===== config.mk =====
export PLATFORM = sky130hd
export DESIGN_NAME = fpu_adder_pipe
export DESIGN_NICKNAME = d
export VERILOG_FILES = /design/src/rtl/fpu_adder_pipe.sv
export SDC_FILE = /design/constraint.sdc
export NUM_CORES = 1
export LEC_CHECK = 0
export ABC_AREA = 1
export BUFFER_PORTS_ARGS = -buffer_cell sky130_fd_sc_hd__buf_2
export CORE_MARGIN = 2
export CORE_UTILIZATION = 54
export DETAILED_ROUTE_END_ITERATION = 10
export GPL_ROUTABILITY_DRIVEN = 1
export GPL_TIMING_DRIVEN = 0
export PLACE_DENSITY_LB_ADDON = 0.15
export SKIP_LAST_GASP = 1
export SYNTH_ARGS = -nofsm -noshare
export SYNTH_HDL_FRONTEND = slang
export SYNTH_SLANG_ARGS = --single-unit

===== constraint.sdc =====
create_clock -name clk -period 11.1 [get_ports clk]
set_input_delay 0 -clock clk [delete_from_list [all_inputs] [get_ports clk]]
set_output_delay 0 -clock clk [all_outputs]
set_load 0.03 [all_outputs]

===== src/rtl/fpu_adder_pipe.sv =====
`default_nettype none
// +----------------------------------------------------------------------------+
// | Module      : fpu_adder_pipe                                               |
// | Description : Three-stage pipelined IEEE-754 add/subtract with             |
// |               valid/ready handshakes, round-to-nearest-even, flush-to-zero |
// |               and special-value handling.                                  |
// |               Optional build macro FPU_ADDER_FLAGS_EN adds o_flags         |
// |               {invalid, overflow, underflow, inexact}.                     |
// | Revision    : 1.0 - initial pipelined release                              |
// +----------------------------------------------------------------------------+
module fpu_adder_pipe #(
  parameter int EXP_W = 8,
  parameter int MAN_W = 23
) (
  input  logic                 clk,
  input  logic                 rst_n,
  input  logic                 i_valid,
  output logic                 o_ready,
  input  logic [EXP_W+MAN_W:0] i_a,
  input  logic [EXP_W+MAN_W:0] i_b,
  input  logic                 i_sub,
  output logic                 o_valid,
  input  logic                 i_ready,
  output logic [EXP_W+MAN_W:0] o_result
`ifdef FPU_ADDER_FLAGS_EN
  ,
  output logic [3:0]           o_flags
`endif
);

  localparam int c_W   = 1 + EXP_W + MAN_W;
  localparam int c_AW  = MAN_W + 4;             // hidden, mantissa, guard, round, sticky
  localparam int c_SW  = MAN_W + 5;             // aligned width plus carry
  localparam int c_VW  = MAN_W + 3;             // aligned width without sticky
  localparam int c_EW  = EXP_W + 2;             // two's-complement exponent with headroom
  localparam int c_LZW = $clog2(c_AW) + 1;
  localparam logic [EXP_W-1:0] c_EMAX   = '1;
  localparam logic [EXP_W-1:0] c_VW_E   = EXP_W'(c_VW);
  localparam logic [c_W-1:0]   c_QNAN   = {1'b0, {EXP_W{1'b1}}, 1'b1, {(MAN_W-1){1'b0}}};

  // ---------------------------------------------------------------- handshake
  logic r_s3_valid;
  logic w_adv;

  // The whole pipe freezes while the head result waits on the consumer.
  assign w_adv   = ~(r_s3_valid & ~i_ready);
  assign o_ready = w_adv;
  assign o_valid = r_s3_valid;

  // ---------------------------------------------------------------- stage 1
  logic                   w_sa, w_sb, w_sl;
  logic [EXP_W-1:0]       w_ea, w_eb, w_el, w_es, w_diff;
  logic [MAN_W-1:0]       w_ma, w_mb;
  logic                   w_nan_a, w_nan_b, w_inf_a, w_inf_b, w_zero_a, w_zero_b;
  logic [MAN_W:0]         w_hm_a, w_hm_b, w_ml, w_ms;
  logic [c_W-2:0]         w_mag_a, w_mag_b;
  logic                   w_swap;
  logic [2*c_VW-1:0]      w_ext, w_shf;
  logic [c_AW-1:0]        w_al_s;
  logic                   w_spec;
  logic [c_W-1:0]         w_spec_res;
  logic                   w_spec_inv;

  assign w_sa     = i_a[c_W-1];
  assign w_sb     = i_b[c_W-1] ^ i_sub;
  assign w_ea     = i_a[c_W-2 -: EXP_W];
  assign w_eb     = i_b[c_W-2 -: EXP_W];
  assign w_ma     = i_a[MAN_W-1:0];
  assign w_mb     = i_b[MAN_W-1:0];
  assign w_nan_a  = (w_ea == c_EMAX) && (w_ma != '0);
  assign w_nan_b  = (w_eb == c_EMAX) && (w_mb != '0);
  assign w_inf_a  = (w_ea == c_EMAX) && (w_ma == '0);
  assign w_inf_b  = (w_eb == c_EMAX) && (w_mb == '0);
  assign w_zero_a = (w_ea == '0);
  assign w_zero_b = (w_eb == '0);
  // Subnormals are flushed: a zero exponent contributes no significand at all.
  assign w_hm_a   = w_zero_a ? '0 : {1'b1, w_ma};
  assign w_hm_b   = w_zero_b ? '0 : {1'b1, w_mb};
  assign w_mag_a  = w_zero_a ? '0 : i_a[c_W-2:0];
  assign w_mag_b  = w_zero_b ? '0 : i_b[c_W-2:0];
  assign w_swap   = (w_mag_b > w_mag_a);
  assign w_sl     = w_swap ? w_sb : w_sa;
  assign w_el     = w_swap ? w_eb : w_ea;
  assign w_es     = w_swap ? w_ea : w_eb;
  assign w_ml     = w_swap ? w_hm_b : w_hm_a;
  assign w_ms     = w_swap ? w_hm_a : w_hm_b;
  assign w_diff   = w_el - w_es;
  assign w_ext    = {w_ms, 2'b00, {c_VW{1'b0}}};
  assign w_shf    = w_ext >> w_diff;

  // Align the smaller significand; everything shifted past round collapses into sticky.
  always_comb begin
    if (w_diff >= c_VW_E) begin
      w_al_s = {{c_VW{1'b0}}, |w_ms};
    end else begin
      w_al_s = {w_shf[2*c_VW-1:c_VW], |w_shf[c_VW-1:0]};
    end
  end

  // Resolve NaN, infinity and zero+zero cases up front; they skip the datapath.
  always_comb begin
    w_spec     = 1'b1;
    w_spec_res = '0;
    w_spec_inv = 1'b0;
    if (w_nan_a || w_nan_b) begin
      w_spec_res = c_QNAN;
    end else if (w_inf_a && w_inf_b && (w_sa != w_sb)) begin
      w_spec_res = c_QNAN;
      w_spec_inv = 1'b1;
    end else if (w_inf_a) begin
      w_spec_res = {w_sa, c_EMAX, {MAN_W{1'b0}}};
    end else if (w_inf_b) begin
      w_spec_res = {w_sb, c_EMAX, {MAN_W{1'b0}}};
    end else if (w_zero_a && w_zero_b) begin
      w_spec_res = {w_sa & w_sb, {(c_W-1){1'b0}}};
    end else begin
      w_spec = 1'b0;
    end
  end

  logic                   r_s1_valid, r_s1_sign, r_s1_sub, r_s1_spec;
  logic [EXP_W-1:0]       r_s1_exp;
  logic [c_AW-1:0]        r_s1_ml, r_s1_ms;
  logic [c_W-1:0]         r_s1_spec_res;
`ifdef FPU_ADDER_FLAGS_EN
  logic                   r_s1_inv;
`endif

  // Stage 1 register: aligned operands plus any bypass result.
  always_ff @(posedge clk or negedge rst_n) begin
    if (!rst_n) begin
      r_s1_valid    <= 1'b0;
      r_s1_sign     <= 1'b0;
      r_s1_sub      <= 1'b0;
      r_s1_spec     <= 1'b0;
      r_s1_exp      <= '0;
      r_s1_ml       <= '0;
      r_s1_ms       <= '0;
      r_s1_spec_res <= '0;
`ifdef FPU_ADDER_FLAGS_EN
      r_s1_inv      <= 1'b0;
`endif
    end else if (w_adv) begin
      r_s1_valid    <= i_valid;
      r_s1_sign     <= w_sl;
      r_s1_sub      <= w_sa ^ w_sb;
      r_s1_spec     <= w_spec;
      r_s1_exp      <= w_el;
      r_s1_ml       <= {w_ml, 3'b000};
      r_s1_ms       <= w_al_s;
      r_s1_spec_res <= w_spec_res;
`ifdef FPU_ADDER_FLAGS_EN
      r_s1_inv      <= w_spec_inv;
`endif
    end
  end

  // ---------------------------------------------------------------- stage 2
  logic [c_SW-1:0]  w_sum;

  // Larger magnitude is always the minuend, so the difference is never negative.
  assign w_sum = r_s1_sub ? ({1'b0, r_s1_ml} - {1'b0, r_s1_ms})
                          : ({1'b0, r_s1_ml} + {1'b0, r_s1_ms});

  logic                   r_s2_valid, r_s2_sign, r_s2_spec;
  logic [EXP_W-1:0]       r_s2_exp;
  logic [c_SW-1:0]        r_s2_sum;
  logic [c_W-1:0]         r_s2_spec_res;
`ifdef FPU_ADDER_FLAGS_EN
  logic                   r_s2_inv;
`endif

  // Stage 2 register: raw significand sum.
  always_ff @(posedge clk or negedge rst_n) begin
    if (!rst_n) begin
      r_s2_valid    <= 1'b0;
      r_s2_sign     <= 1'b0;
      r_s2_spec     <= 1'b0;
      r_s2_exp      <= '0;
      r_s2_sum      <= '0;
      r_s2_spec_res <= '0;
`ifdef FPU_ADDER_FLAGS_EN
      r_s2_inv      <= 1'b0;
`endif
    end else if (w_adv) begin
      r_s2_valid    <= r_s1_valid;
      r_s2_sign     <= r_s1_sign;
      r_s2_spec     <= r_s1_spec;
      r_s2_exp      <= r_s1_exp;
      r_s2_sum      <= w_sum;
      r_s2_spec_res <= r_s1_spec_res;
`ifdef FPU_ADDER_FLAGS_EN
      r_s2_inv      <= r_s1_inv;
`endif
    end
  end

  // ---------------------------------------------------------------- stage 3
  logic [c_LZW-1:0]  w_lzc;
  logic [c_AW-1:0]   w_norm;
  logic [c_EW-1:0]   w_exp_n, w_exp_r;
  logic              w_rup;
  logic [MAN_W+1:0]  w_mant;
  logic [MAN_W-1:0]  w_mant_f;
  logic              w_ovf, w_unf;
  logic [c_W-1:0]    w_res;

  // Leading-zero count of the non-carry sum; the highest set bit wins.
  always_comb begin
    w_lzc = '0;
    for (int k = 0; k < c_AW; k++) begin
      if (r_s2_sum[k]) w_lzc = c_LZW'(c_AW - 1 - k);
    end
  end

  // Normalise: a carry shifts right once, otherwise shift left by the zero count.
  always_comb begin
    if (r_s2_sum[c_SW-1]) begin
      w_norm  = {r_s2_sum[c_SW-1:2], r_s2_sum[1] | r_s2_sum[0]};
      w_exp_n = {2'b00, r_s2_exp} + c_EW'(1);
    end else begin
      w_norm  = r_s2_sum[c_AW-1:0] << w_lzc;
      w_exp_n = {2'b00, r_s2_exp} - {{(c_EW-c_LZW){1'b0}}, w_lzc};
    end
  end

  assign w_rup  = w_norm[2] & (w_norm[1] | w_norm[0] | w_norm[3]);
  assign w_mant = {1'b0, w_norm[c_AW-1:3]} + {{(MAN_W+1){1'b0}}, w_rup};

  // A rounding carry-out turns 1.111.. into 10.000.., so bump the exponent.
  always_comb begin
    if (w_mant[MAN_W+1]) begin
      w_exp_r  = w_exp_n + c_EW'(1);
      w_mant_f = w_mant[MAN_W:1];
    end else begin
      w_exp_r  = w_exp_n;
      w_mant_f = w_mant[MAN_W-1:0];
    end
  end

  assign w_ovf = ~w_exp_r[c_EW-1] && (w_exp_r >= {2'b00, c_EMAX});
  assign w_unf = w_exp_r[c_EW-1] || (w_exp_r == '0);

  // Pick the packed result: bypass, exact cancellation, overflow, underflow or normal.
  always_comb begin
    if (r_s2_spec) begin
      w_res = r_s2_spec_res;
    end else if (r_s2_sum == '0) begin
      w_res = '0;
    end else if (w_ovf) begin
      w_res = {r_s2_sign, c_EMAX, {MAN_W{1'b0}}};
    end else if (w_unf) begin
      w_res = {r_s2_sign, {(c_W-1){1'b0}}};
    end else begin
      w_res = {r_s2_sign, w_exp_r[EXP_W-1:0], w_mant_f};
    end
  end

  logic [c_W-1:0] r_s3_res;

  // Stage 3 register: the visible result.
  always_ff @(posedge clk or negedge rst_n) begin
    if (!rst_n) begin
      r_s3_valid <= 1'b0;
      r_s3_res   <= '0;
    end else if (w_adv) begin
      r_s3_valid <= r_s2_valid;
      r_s3_res   <= w_res;
    end
  end

  assign o_result = r_s3_res;

`ifdef FPU_ADDER_FLAGS_EN
  logic [3:0] w_flags;
  logic [3:0] r_s3_flags;

  // Flags follow the same priority as the result selection.
  always_comb begin
    if (r_s2_spec) begin
      w_flags = {r_s2_inv, 3'b000};
    end else if (r_s2_sum == '0) begin
      w_flags = 4'b0000;
    end else if (w_ovf) begin
      w_flags = 4'b0101;
    end else if (w_unf) begin
      w_flags = 4'b0011;
    end else begin
      w_flags = {3'b000, w_norm[2] | w_norm[1] | w_norm[0]};
    end
  end

  // Flags are registered alongside the result.
  always_ff @(posedge clk or negedge rst_n) begin
    if (!rst_n) begin
      r_s3_flags <= '0;
    end else if (w_adv) begin
      r_s3_flags <= w_flags;
    end
  end

  assign o_flags = r_s3_flags;
`endif

endmodule
`default_nettype wire


Word-level counts from Yosys, hierarchy flattened
Index checks and enable logic that the tools add are counted.
{ "op_classes": {"eq_ne": 3, "addsub": 7, "n_mux": 56, "bitwise": 11, "n_reduce_logical": 20, "shifts": 2, "order_cmp": 3} }
{ "op_table": {"columns": ["cell", "count"], "rows": [
  ["$mux W32", 7],
  ["$mux W6", 26],
  ["$mux W31", 4],
  ["$mux W24", 4],
  ["$mux W27", 2],
  ["$shr A52 B8 Y52", 1],
  ["$logic_not A23 Y1", 2],
  ["$reduce_bool A23 Y1", 2],
  ["$gt A31 B31 Y1", 1],
  ["$add A27 B27 Y28", 1],
  ["$logic_not A28 Y1", 1],
  ["$mux W28", 1],
  ["$sub A27 B27 Y28", 1],
  ["$shl A27 B6 Y27", 1],
  ["$reduce_or A26 Y1", 1],
  ["$add A24 B1 Y25", 1],
  ["$reduce_or A24 Y1", 1],
  ["$mux W23", 1],
  ["$mux W10", 2],
  ["$eq A8 B8 Y1 const B", 2],
  ["$logic_not A8 Y1", 2],
  ["$mux W8", 2],
  ["$add A10 B1 Y10 const B", 1],
  ["$ge A10 B8 Y1 const B", 1],
  ["other kinds (14)", 34]
]} }
{ "word_totals": {"word_cells": 118, "inputBits": 69, "out_inout_bits": 34, "regBits": 199} }

Depth between registers and ports, before layout
Gate-level depths: netlist of the first run.
{ "depth": {"word_depth": 40, "depth_mapped": 52, "depth_no_buf": 50} }

Least setup slack after synthesis of the first run
Ideal clock, no wire load.
{ "synth_path": {"path_kind": "input to register", "start": "in i_b[30]", "end": "reg r_s1_ms[22]", "setup_time_ns": 0.087, "path_buffers": 2, "t_arrival_ns": 4.638, "path_slack_ns": 6.375, "cell_stages": 38, "t_required_ns": 11.013, "cell_sequence": "nor4_1 > nand2_1 > inv_1 > buf_1 > nor2_1 > ha_1 > nand2_1 > nor2_1 > a211oi_1 > o21ai_0 > nand2_1 > a21oi_1 > o21ai_0 > o211ai_1 > nand2_1 > nand4_1 > nand2_1 > nand2_1 > [2 not listed] > ha_1 > nor2_1 > inv_1 > nand2_1 > nand2_1 > nand2_1 > nand2_1 > xor2_1 > inv_1 > nor3_1 > nor4_1 > inv_1 > nor2_1 > inv_1 > nor2_1 > inv_1 > clkbuf_1 > o22ai_1"} }
{ "synth_between": {"elab_chain_cells": 7, "word_cells_on_any_way": 11, "classes_between": "add/sub (1); order compare (2); shift (1); mux (6); reduce/logical (1)"} }
{ "synth_rtl": {"columns": ["element", "line_no", "text"], "rows": [
  ["start: declaration", "20", "input logic [EXP_W+MAN_W:0] i_b,"],
  ["$logic_not A8 Y1", "75", "assign w_zero_b = (w_eb == '0);"],
  ["$mux W31", "80", "assign w_mag_b = w_zero_b ? '0 : i_b[c_W-2:0];"],
  ["$gt A31 B31 Y1", "81", "assign w_swap = (w_mag_b > w_mag_a);"],
  ["$mux W8 (on tied branches)", "83, 84", null],
  ["$sub A8 B8 Y8", "87", "assign w_diff = w_el - w_es;"],
  ["$shr A52 B8 Y52 / $ge A8 B5 Y1 (equally long branches)", "89, 93", null],
  ["$mux W27 *", "93", "if (w_diff >= c_VW_E) begin"],
  ["end signal: assignment", "150", "r_s1_ms <= w_al_s;"],
  ["end: declaration", "123", "logic [c_AW-1:0] r_s1_ml, r_s1_ms;"]
]} }
Mark *: on every way between the ends. The rest lies on a longest branch, timed or not.
A chain may end at the register's enable or synchronous reset.

Final worst setup path of the first run
{ "layout_path": {"start": "in i_b[26]", "end": "reg r_s1_ms[24]"} }
The elaborated chain is that of the path after synthesis.

==> results of run 1 <==
-- sequential cells by signal, indices dropped and copies added (netlist names), 3 cells and up --
| register | flops |
|---|---|
| o_result | 32 |
| r_s2_sum | 28 |
| r_s1_ms | 27 |
| r_s1_ml | 24 |
| r_s1_exp | 8 |
| r_s2_exp | 8 |
| r_s1_spec_res | 3 |
| r_s2_spec_res | 3 |
-- routing by layer --
layer | vias up | wire (µm) | share of wire, %
li1 | 8076 | - | -
met3 | 210 | 2910 | 5.6
met2 | 717 | 24700 | 47
met1 | 7588 | 20500 | 39
met5 | - | 0 | 0
met4 | 0 | 4100 | 7.9
-- report_power, final --
group | internal, mW | leakage (nW) | total [mW] | switching [mW]
logic | 0.997 | 6.19 | 3.09 | 2.10
clock network | 0.348 | 0.291 | 0.602 | 0.253
registers | 0.696 | 1.74 | 0.906 | 0.210
total | 2.04 | 8.22 | 4.60 | 2.56
-- worst register-to-register path: cells and delay by family, from the launching register on --
kind	cells	cell delay (ns)
AO/OA/AOI/OAI	7	1.74
AND/OR/NAND/NOR	16	1.45
buffers and inverters	9	1.05
flip-flops	1	0.55
XOR/XNOR	2	0.50
adder cells (fa/ha/maj)	1	0.49
-- stage by stage --
stage / hold slack (ns) / utilization (%) / cells / total power [mW] / cell area (µm²)
6_report: 0.0101 / 62.7 / 2839 / 4.60 / 16300
5_1_grt: 0.0372 / 62.7 / 2839 / 4.98 / 16300
4_1_cts: 0.00846 / 62.7 / 2838 / 4.52 / 16300
3_5_place_dp: -0.0192 / 58.6 / 2760 / 3.88 / 15300
3_3_place_gp: 0.210 / 58.5 / 2759 / 3.84 / 15200
2_1_floorplan: -0.296 / - / 2322 / 3.03 / 14300
-- cells in the mapped netlist, drive strengths merged, types with 2 or more instances --
library cell	n	area, µm²
inv	213	800
a221oi	2	17.5
nand3	353	1780
o22ai	22	144
o211ai	11	82.6
o21bai	6	45.0
or2	8	50.1
a31oi	30	188
a211oi	4	30.0
o221ai	4	35.0
ha	90	1130
clkbuf	82	308
nand4	24	150
a22oi	6	45.0
nand2	697	2640
xnor2	16	140
and2	3	18.8
fa	2	40.0
clkinv	7	26.3
nor2	186	728
a21oi	96	495
o21ai	194	1020
nor4	17	106
nor3	20	100
xor2	37	324
o311ai	2	17.5
dfrtp	141	3530
buf	31	170
o21a	2	15.0
o31ai	4	30.0
-- area by class of cell --
cell class	instances	area [µm²]	share of cell area (%)
antenna	1	2.50	0.0153
buffer	113	478	2.92
clock buffer	19	453	2.77
clock inverter	12	150	0.918
inverter	220	826	5.05
multi-input combinational	1848	9480	58.0
sequential	141	3530	21.6
tap	335	419	2.56
timing repair buffer	150	1010	6.21
-- cell families (layout without fill, tap and decap cells) --
group           Yosys count  count (layout)  synth area share, %
buf+inv                 333             514                 9.11
xor+xnor                 53              53                 3.24
simple gates           1313            1313                 39.3
compound gates          389             389                 15.5
mux                       1               1               0.0700
flops                   141             141                 24.7
fa+ha+maj                92              92                 8.15
other cells               0               1                    0
-- path summary, 6_finish.rpt --
| path | to | slack [ns] | startpoint |
|---|---|---|---|
| setup / recovery | r_s1_ms[24] | 3.57 | i_b[26] |
| hold / removal | r_s1_exp[6] | 0.01 | i_b[29] |
| setup reg to reg | o_result[14] | 5.23 | r_s2_sum[2] |
| hold reg to reg | o_valid | 0.46 | r_s2_valid |
| max in group asynchronous | o_result[0] | 10.19 | rst_n |
| min in group asynchronous | r_s2_sum[25] | 0.09 | rst_n |
==> flow_metrics.py, run 1 <==
metrics = {
    "run_status": {
        "outcome": "finished, final reports clean",
    },
    "hold_path": {
        "min-delay-path-class": "primary input to flop",
        "hold_depth": 3,
    },
    "critical_path": {
        "critical-path-max-stage-delay_ns": 0.87,
        "critical-path-slowest-cell": "sky130_fd_sc_hd__nor4b_1",
        "timing_worst_setup_path_type": "primary input to flop",
        "critPathArrivalTime_ns": 7.88,
        "critical_path_peak_fanout": 10,
        "critical_path.endpoint_type": "flop",
        "count_of_buffering_cells_on_the_critical_path_with_inverters_included": 9,
        "timing.reg2reg.worst_path_depth": 35,
        "path_depth": 30,
        "critPathLaunchType": "primary input",
        "critical-path-top-delay-family": "simple AND/OR/NAND/NOR gates",
        "crit_required_ns": 11.45,
    },
    "detailed_routing": {
        "final_antenna_net_count": 0,
        "via_count": 16591,
        "route.final.wire_length_um": 52200,
        "route.detailed.vias_per_inst": 5.84,
        "wl_per_cell_um": 18.4,
        "iteration_0_drc_markers": 1425,
        "drt_pre_antenna_iters": 7,
        "drc": 0,
    },
    "global_routing": {
        "use_met1_pct": 43.3,
        "first_global_vias": 16257,
        "antenna_found_initial": 1,
        "grt_start_max_net_pins": 91,
        "grt_overflow": 0,
        "grt_util_all_layers_pct": 37.7,
        "globalRoute.busiestLayer": "met2",
        "global_route.usage.met3_pct": 4.40,
        "global_route_wire_length_before_repair_um": 83600,
        "use_met2_pct": 65.0,
    },
    "sta": {
        "fmax_ghz": 0.133,
        "timing_max_transition_violations_final": 0,
        "hold_violation_total_from_the_final_report": 0,
        "period_share_pct": 67.8,
        "fin_crit_ns": 7.53,
        "worst_slew_pin_slew_ns": 1.04,
        "slew_headroom_pct": 29.6,
        "report.final.setup_viol": 0,
        "setup_tns_ns": 0,
        "grt_setup_unrepaired": "false",
        "fin_skew_ns": 0.0221,
        "worst_slack_ns": 3.57,
    },
    "placed_design": {
        "routabilityCongestion": 1.02,
        "numPortBuffers": 102,
        "dp.final_hpwl_um": 42400,
        "place_worst_setup_slack_ns": 3.89,
    },
    "yosys": {
        "async_flop_share_pct": 100,
        "post_synth_inst_count": 2322,
        "synth.net_count": 2483,
        "synthesis.yosys.warnings": 0,
        "ys_types": 57,
        "synth-seq-cells": 141,
        "syn_area_um2": 14300,
        "synth-edff-count": 0,
        "ys.flop_type": "sky130_fd_sc_hd__dfrtp_1",
        "synth_area_per_cell_um2": 6.16,
        "part_of_the_yosys_area_used_for_sequential_elements_pct": 24.7,
    },
    "die": {
        "die_h_um": 167,
        "die_area_um2": 27800,
        "core_region_area_um2": 26100,
        "io-pin-count": 103,
        "chipWidth_um": 167,
        "start_util_pct": 54.9,
        "floorplan.rows": 59,
    },
    "cts": {
        "cts.sink_count": 141,
        "worst_setup_hold_path_clk_slew_ns": 0.07,
        "cts-buffers-inserted": 17,
        "cts_root_buf": "sky130_fd_sc_hd__clkbuf_16",
        "htree_num_levels": 4,
        "hold_buffers": 47,
        "cts_post_setup_buffers_inserted": 0,
        "clock_insertion_delay_worst_skew_ns": 0.44,
        "cts.repair.resized": 0,
        "tritoncts_clock_tree": "built",
        "cts_max_path_buffers": 2,
    },
    "layout": {
        "final_cell_mix": "sky130_fd_sc_hd__nand2_1, sky130_fd_sc_hd__nand3_1, sky130_fd_sc_hd__inv_1",
        "number_of_fill_cells_in_the_layout": 2509,
        "final_net_count": 2652,
        "final_common_cell": "sky130_fd_sc_hd__nand2_1",
        "post_route_cells_drive_above_1_share_pct": 7.91,
        "synth_to_layout_area_growth_pct": 14.3,
    },
    "pwr": {
        "vdd_ir_drop_max_mv": 0.227,
        "power.density_nw_per_um2": 281,
        "power_leakage_nw": 8.22,
    },
    "flow_run": {
        "max-cap-violations": 0,
    },
}
Note: power is estimated with default switching activity, not from simulation.
==> run 2: changes to the inputs <==
Clock period 11.1 ns to 7 ns, I/O delays scaled along.
==> flow_metrics.py, run 2 (same netlist as run 1, synthesis figures left out) <==
metrics = {
    "pwr": {
        "intPower_mw": 3.24,
        "post-layout-total-power_mw": 7.30,
        "p_comb_share_pct": 67.2,
        "vdd_ir_drop_max_mv": 0.359,
        "net_switching_fraction_of_the_power_pct": 55.6,
        "power.density_nw_per_um2": 446,
        "share_of_total_power_in_the_clock_network_pct": 13.1,
        "seq_power_share_pct": 19.7,
        "p_sw_mw": 4.06,
        "power_leakage_nw": 8.22,
    },
    "layout": {
        "utilization_pct": 62.8,
        "number_of_fill_cells_in_the_layout": 2508,
        "final_net_count": 2652,
        "final_cell_mix": "sky130_fd_sc_hd__nand2_1, sky130_fd_sc_hd__nand3_1, sky130_fd_sc_hd__inv_1",
        "largest_reg_flops": 32,
        "final_instance_area_um2": 16400,
        "post_route_cells_drive_above_1_share_pct": 8.11,
        "final_common_cell": "sky130_fd_sc_hd__nand2_1",
        "synth_to_layout_area_growth_pct": 14.3,
    },
    "placed_design": {
        "numPortBuffers": 102,
        "routabilityCongestion": 1.02,
        "post_dp_cell_area_um2": 15300,
        "dp.final_hpwl_um": 42400,
    },
    "die": {
        "chipWidth_um": 167,
        "die_h_um": 167,
        "floorplan.rows": 59,
        "core_region_area_um2": 26100,
        "start_util_pct": 54.9,
        "die_area_um2": 27800,
        "io-pin-count": 103,
    },
    "sta": {
        "hold_violation_total_from_the_final_report": 0,
        "hold_ws_ns": 0.00829,
        "fmax_ghz": 0.156,
        "fin_crit_ns": 6.41,
        "slew_headroom_pct": 42.0,
        "setup_tns_ns": 0,
        "period_share_pct": 91.6,
        "report.final.setup_viol": 0,
        "timing_max_transition_violations_final": 0,
        "fin_skew_ns": 0.0232,
        "worst_slew_pin_slew_ns": 0.864,
        "grt_setup_unrepaired": "false",
    },
    "cts": {
        "htree_num_levels": 4,
        "cts.sink_count": 141,
        "tritoncts_clock_tree": "built",
        "cts_post_setup_buffers_inserted": 0,
        "cts_max_path_buffers": 2,
        "clock_insertion_delay_worst_skew_ns": 0.45,
        "cts_root_buf": "sky130_fd_sc_hd__clkbuf_16",
        "worst_setup_hold_path_clk_slew_ns": 0.07,
        "cts-buffers-inserted": 17,
    },
    "critical_path": {
        "worst_path_most_repeated_cell": "sky130_fd_sc_hd__nand2_1",
        "timing.reg2reg.worst_path_depth": 35,
        "crit_required_ns": 7.35,
        "critical-path-max-stage-delay_ns": 0.42,
        "critical-path-top-delay-family": "simple AND/OR/NAND/NOR gates",
        "critical_path.reg2reg.startpoint": "r_s2_sum[2]",
        "critical_path.endpoint_type": "flop",
        "critPathArrivalTime_ns": 6.76,
        "critical_path_peak_fanout": 10,
        "count_of_buffering_cells_on_the_critical_path_with_inverters_included": 8,
        "rr_endpoint": "o_result[14]",
        "critical-path-slowest-cell": "sky130_fd_sc_hd__nor4_1",
        "critPathLaunchType": "primary input",
        "reg2reg_slack_ns": 1.10,
        "timing_worst_setup_path_type": "primary input to flop",
    },
    "global_routing": {
        "antenna_found_initial": 1,
        "grt_util_all_layers_pct": 37.7,
        "grt_overflow": 0,
        "global_route_wire_length_before_repair_um": 83600,
        "grt_start_max_net_pins": 91,
        "first_global_vias": 16259,
    },
    "detailed_routing": {
        "wl_per_cell_um": 18.4,
        "route.final.wire_length_um": 52200,
        "drc": 0,
        "drt_pre_antenna_iters": 6,
        "iteration_0_drc_markers": 1439,
        "final_antenna_net_count": 0,
        "route.detailed.vias_per_inst": 5.86,
        "via_count": 16629,
    },
    "hold_path": {
        "worstHoldStart": "i_b[29]",
        "min-delay-path-class": "primary input to flop",
        "whs_endpoint": "r_s1_exp[6]",
        "hold_depth": 3,
    },
    "flow_run": {
        "max-cap-violations": 0,
    },
    "run_status": {
        "outcome": "finished, final reports clean",
    },
}
-- run 2: cell count changes in the layout (fill, tap and decap cells not counted) --
| cell | before | now |
|---|---|---|
| sky130_fd_sc_hd__clkbuf_2 | 0 | 2 |
| sky130_fd_sc_hd__nor4b_2 | 0 | 1 |
| sky130_fd_sc_hd__nor2_1 | 178 | 176 |
| sky130_fd_sc_hd__nor4b_1 | 1 | 0 |
| sky130_fd_sc_hd__buf_1 | 15 | 13 |
| sky130_fd_sc_hd__nor2_2 | 6 | 8 |
-- run 2: metal layers --
metal | up-vias | GRT usage (%) | part of all wire (%)
met5 | - | 0 | 0
met4 | 0 | 27.4 | 8.0
met3 | 217 | 4.40 | 5.6
met2 | 723 | 65.0 | 47
met1 | 7613 | 43.3 | 39
li1 | 8076 | - | -
-- run 2: power groups by stage --
stage | Clock (mW) | Sequential (mW) | Combinational, mW
after floorplan | 0 | 1.49 | 3.32
after global placement | 0 | 1.42 | 4.67
after detailed placement | 0 | 1.43 | 4.72
after CTS | 0.950 | 1.42 | 4.81
after global routing | 0.986 | 1.46 | 5.45
final | 0.957 | 1.44 | 4.90
-- run 2: worst min-delay path: stages --
cell	delay, ns
sky130_fd_sc_hd__buf_2	0.11
sky130_fd_sc_hd__o21ai_0	0.12
sky130_fd_sc_hd__o21ai_0	0.17
-- run 2: final cells by class --
| type | instances | area (µm²) | share of cell area, % |
|---|---|---|---|
| Multi-Input combinational cell | 1848 | 9490 | 58.0 |
| Sequential cell | 141 | 3530 | 21.6 |
| Clock buffer | 19 | 453 | 2.77 |
| Tap cell | 335 | 419 | 2.56 |
| Buffer | 113 | 480 | 2.94 |
| Inverter | 220 | 826 | 5.05 |
| Clock inverter | 12 | 150 | 0.918 |
| Antenna cell | 1 | 2.50 | 0.0153 |
| Timing Repair Buffer | 150 | 1010 | 6.20 |
-- run 2: timing repair --
item | 4_1_cts | 5_1_grt
setup endpoints to repair | 0 | 18
resized for setup | 0 | 5
hold buffers | 47 | 0
endpoints found under the hold margin | 77 | 0
-- run 2: how the worst max path moves through the flow --
stage	startpoint	to	cells past startpoint
2_1_floorplan	i_b[30]	r_s1_ms[22]	38
3_3_place_gp	i_b[30]	r_s1_ms[24]	29
3_5_place_dp	i_b[30]	r_s1_ms[24]	29
4_1_cts	i_b[30]	r_s1_ms[24]	29
5_1_grt	i_b[30]	r_s1_ms[14]	35
6_report	i_b[30]	r_s1_ms[24]	35
-- run 2: through the flow --
| step | instances | setup slack, ns |
|---|---|---|
| finish | 2839 | 0.591 |
| floorplan | 2322 | 2.28 |
| global route | 2839 | 0.0570 |
| detailed placement | 2760 | -0.215 |
| global placement | 2759 | -0.0725 |
| CTS | 2838 | 0.227 |
==> run 3: changes to the inputs <==
Settings changed: PLACE_DENSITY from default to 0.76, PLACE_DENSITY_LB_ADDON 0.15 to default.
==> flow_metrics.py, run 3 (same netlist as run 1, synthesis figures left out) <==
metrics = {
    "die": {
        "die_h_um": 167,
        "chipWidth_um": 167,
        "start_util_pct": 54.9,
        "io-pin-count": 103,
        "core_region_area_um2": 26100,
        "floorplan.rows": 59,
        "die_area_um2": 27800,
    },
    "layout": {
        "post_layout_nonfiller_instances": 2834,
        "final_cell_mix": "sky130_fd_sc_hd__nand2_1, sky130_fd_sc_hd__nand3_1, sky130_fd_sc_hd__inv_1",
        "post_route_cells_drive_above_1_share_pct": 8.00,
        "largest_reg_flops": 32,
        "synth_to_layout_area_growth_pct": 13.5,
        "final_net_count": 2647,
        "final_common_cell": "sky130_fd_sc_hd__nand2_1",
        "number_of_fill_cells_in_the_layout": 2521,
        "final_instance_area_um2": 16200,
        "antennaDiodeCount": 0,
    },
    "detailed_routing": {
        "drt_pre_antenna_iters": 9,
        "route.final.wire_length_um": 53200,
        "via_count": 16648,
        "drc": 0,
        "iteration_0_drc_markers": 1625,
        "route.detailed.vias_per_inst": 5.87,
        "final_antenna_net_count": 0,
        "wl_per_cell_um": 18.8,
    },
    "global_routing": {
        "grt_util_all_layers_pct": 38.5,
        "antenna_found_initial": 0,
        "global_route_wire_length_before_repair_um": 85000,
        "grt_overflow": 0,
        "first_global_vias": 16318,
        "grt_start_max_net_pins": 89,
    },
    "critical_path": {
        "critical-path-slowest-cell": "sky130_fd_sc_hd__nor4_1",
        "path_depth": 36,
        "count_of_buffering_cells_on_the_critical_path_with_inverters_included": 8,
        "timing.reg2reg.worst_path_depth": 33,
        "critPathArrivalTime_ns": 6.89,
        "crit_required_ns": 7.35,
        "worst_path_most_repeated_cell": "sky130_fd_sc_hd__nand2_1",
        "critPathLaunchType": "primary input",
        "critical-path-top-delay-family": "simple AND/OR/NAND/NOR gates",
        "timing_worst_setup_path_type": "primary input to flop",
        "critical_path_peak_fanout": 10,
        "critical_path.endpoint_type": "flop",
        "critical-path-max-stage-delay_ns": 0.45,
    },
    "run_status": {
        "outcome": "finished, final reports clean",
    },
    "placed_design": {
        "routabilityCongestion": 1.04,
        "place.detailed.instances": 2760,
        "numPortBuffers": 102,
        "post_dp_cell_area_um2": 15300,
        "dp.final_hpwl_um": 42400,
    },
    "cts": {
        "clock_insertion_delay_worst_skew_ns": 0.44,
        "tritoncts_clock_tree": "built",
        "cts.sink_count": 141,
        "htree_num_levels": 4,
        "cts_root_buf": "sky130_fd_sc_hd__clkbuf_16",
        "cts_max_path_buffers": 2,
        "worst_setup_hold_path_clk_slew_ns": 0.07,
        "cts_post_setup_buffers_inserted": 0,
        "cts-buffers-inserted": 17,
    },
    "sta": {
        "slew_headroom_pct": 35.9,
        "hold_violation_total_from_the_final_report": 0,
        "worst_slew_pin_slew_ns": 0.955,
        "fin_skew_ns": 0.0176,
        "period_share_pct": 93.4,
        "grt_setup_unrepaired": "false",
        "report.final.setup_viol": 0,
        "timing_max_transition_violations_final": 0,
        "fmax_ghz": 0.153,
        "fin_crit_ns": 6.54,
    },
    "flow_run": {
        "max-cap-violations": 0,
    },
    "pwr": {
        "power_leakage_nw": 8.17,
        "vdd_ir_drop_max_mv": 0.383,
        "power.density_nw_per_um2": 444,
    },
    "hold_path": {
        "min-delay-path-class": "primary input to flop",
        "hold_depth": 5,
    },
}
run 3: cell types whose count changed in the layout (fill, tap and decap cells not counted), moves of 2 or more:
cell                            previous run  this run
sky130_fd_sc_hd__dlygate4sd3_1            47        42
sky130_fd_sc_hd__clkbuf_1                 82        85
sky130_fd_sc_hd__clkbuf_8                  2         0
sky130_fd_sc_hd__bufinv_16                 2         0
run 3: worst reg2reg max path, delay by kind of cell (launching register included):
kind | cells | cell delay (ns)
and+or+nand+nor | 19 | 1.86
DFF | 1 | 0.57
xor gates and xnor gates | 2 | 0.29
adders and majority gates | 1 | 0.37
AOI/OAI and AO/OA | 7 | 2.02
buffers and inverters | 4 | 0.92
run 3: final timing paths:
kind / slack (ns) / from / endpoint
min in group asynchronous: 0.08 / rst_n / r_s2_sum[24]
max in group asynchronous: 6.09 / rst_n / r_s1_ms[18]
worst min register to register: 0.47 / r_s2_valid / o_valid
worst max-delay path: 0.46 / i_b[30] / r_s1_ms[25]
worst min-delay path: 0.01 / i_b[21] / r_s1_ml[24]
worst max register to register: 0.85 / r_s2_sum[2] / o_result[16]
run 3: cell type report:
type | instances | area [µm²] | area share (%)
tap | 335 | 419 | 2.58
clock inverter | 12 | 103 | 0.632
timing repair buffer | 145 | 965 | 5.94
multi-input combinational | 1848 | 9490 | 58.4
sequential | 141 | 3530 | 21.7
clock buffer | 20 | 437 | 2.69
buffer | 113 | 480 | 2.96
inverter | 220 | 826 | 5.08
run 3: report_power, final:
part           leakage (nW)  total (mW)  switching [mW]  internal [mW]
clock                 0.256       0.867           0.403          0.463
combinational          6.17        4.91            3.33           1.58
sequential             1.74        1.44           0.331           1.10
total                  8.17        7.21            4.07           3.14
run 3: timing repair:
item,in CTS,in global routing
resized for setup,0,4
hold buffers,42,0
setup endpoints to repair,0,14
endpoints found under the hold margin,76,0
run 3: through the flow:
stage	setup slack (ns)	TNS, ns	util, %	power (mW)	hold WS [ns]
2_1_floorplan	2.28	0	-	4.81	-0.296
3_3_place_gp	-0.113	-0.936	58.5	6.08	0.215
3_5_place_dp	-0.132	-0.940	58.6	6.15	-0.0180
4_1_cts	0.324	0	62.3	7.09	0.00323
5_1_grt	0.0629	0	62.3	7.82	0.0484
6_report	0.459	0	62.3	7.21	0.0102
run 3: metal layers:
| layer | up-vias | part of all wire (%) | global-route usage, % |
|---|---|---|---|
| li1 | 8071 | - | - |
| met3 | 212 | 6.1 | 4.04 |
| met5 | - | 0 | 0 |
| met2 | 769 | 47 | 66.5 |
| met4 | 0 | 8.0 | 27.7 |
| met1 | 7596 | 39 | 44.5 |
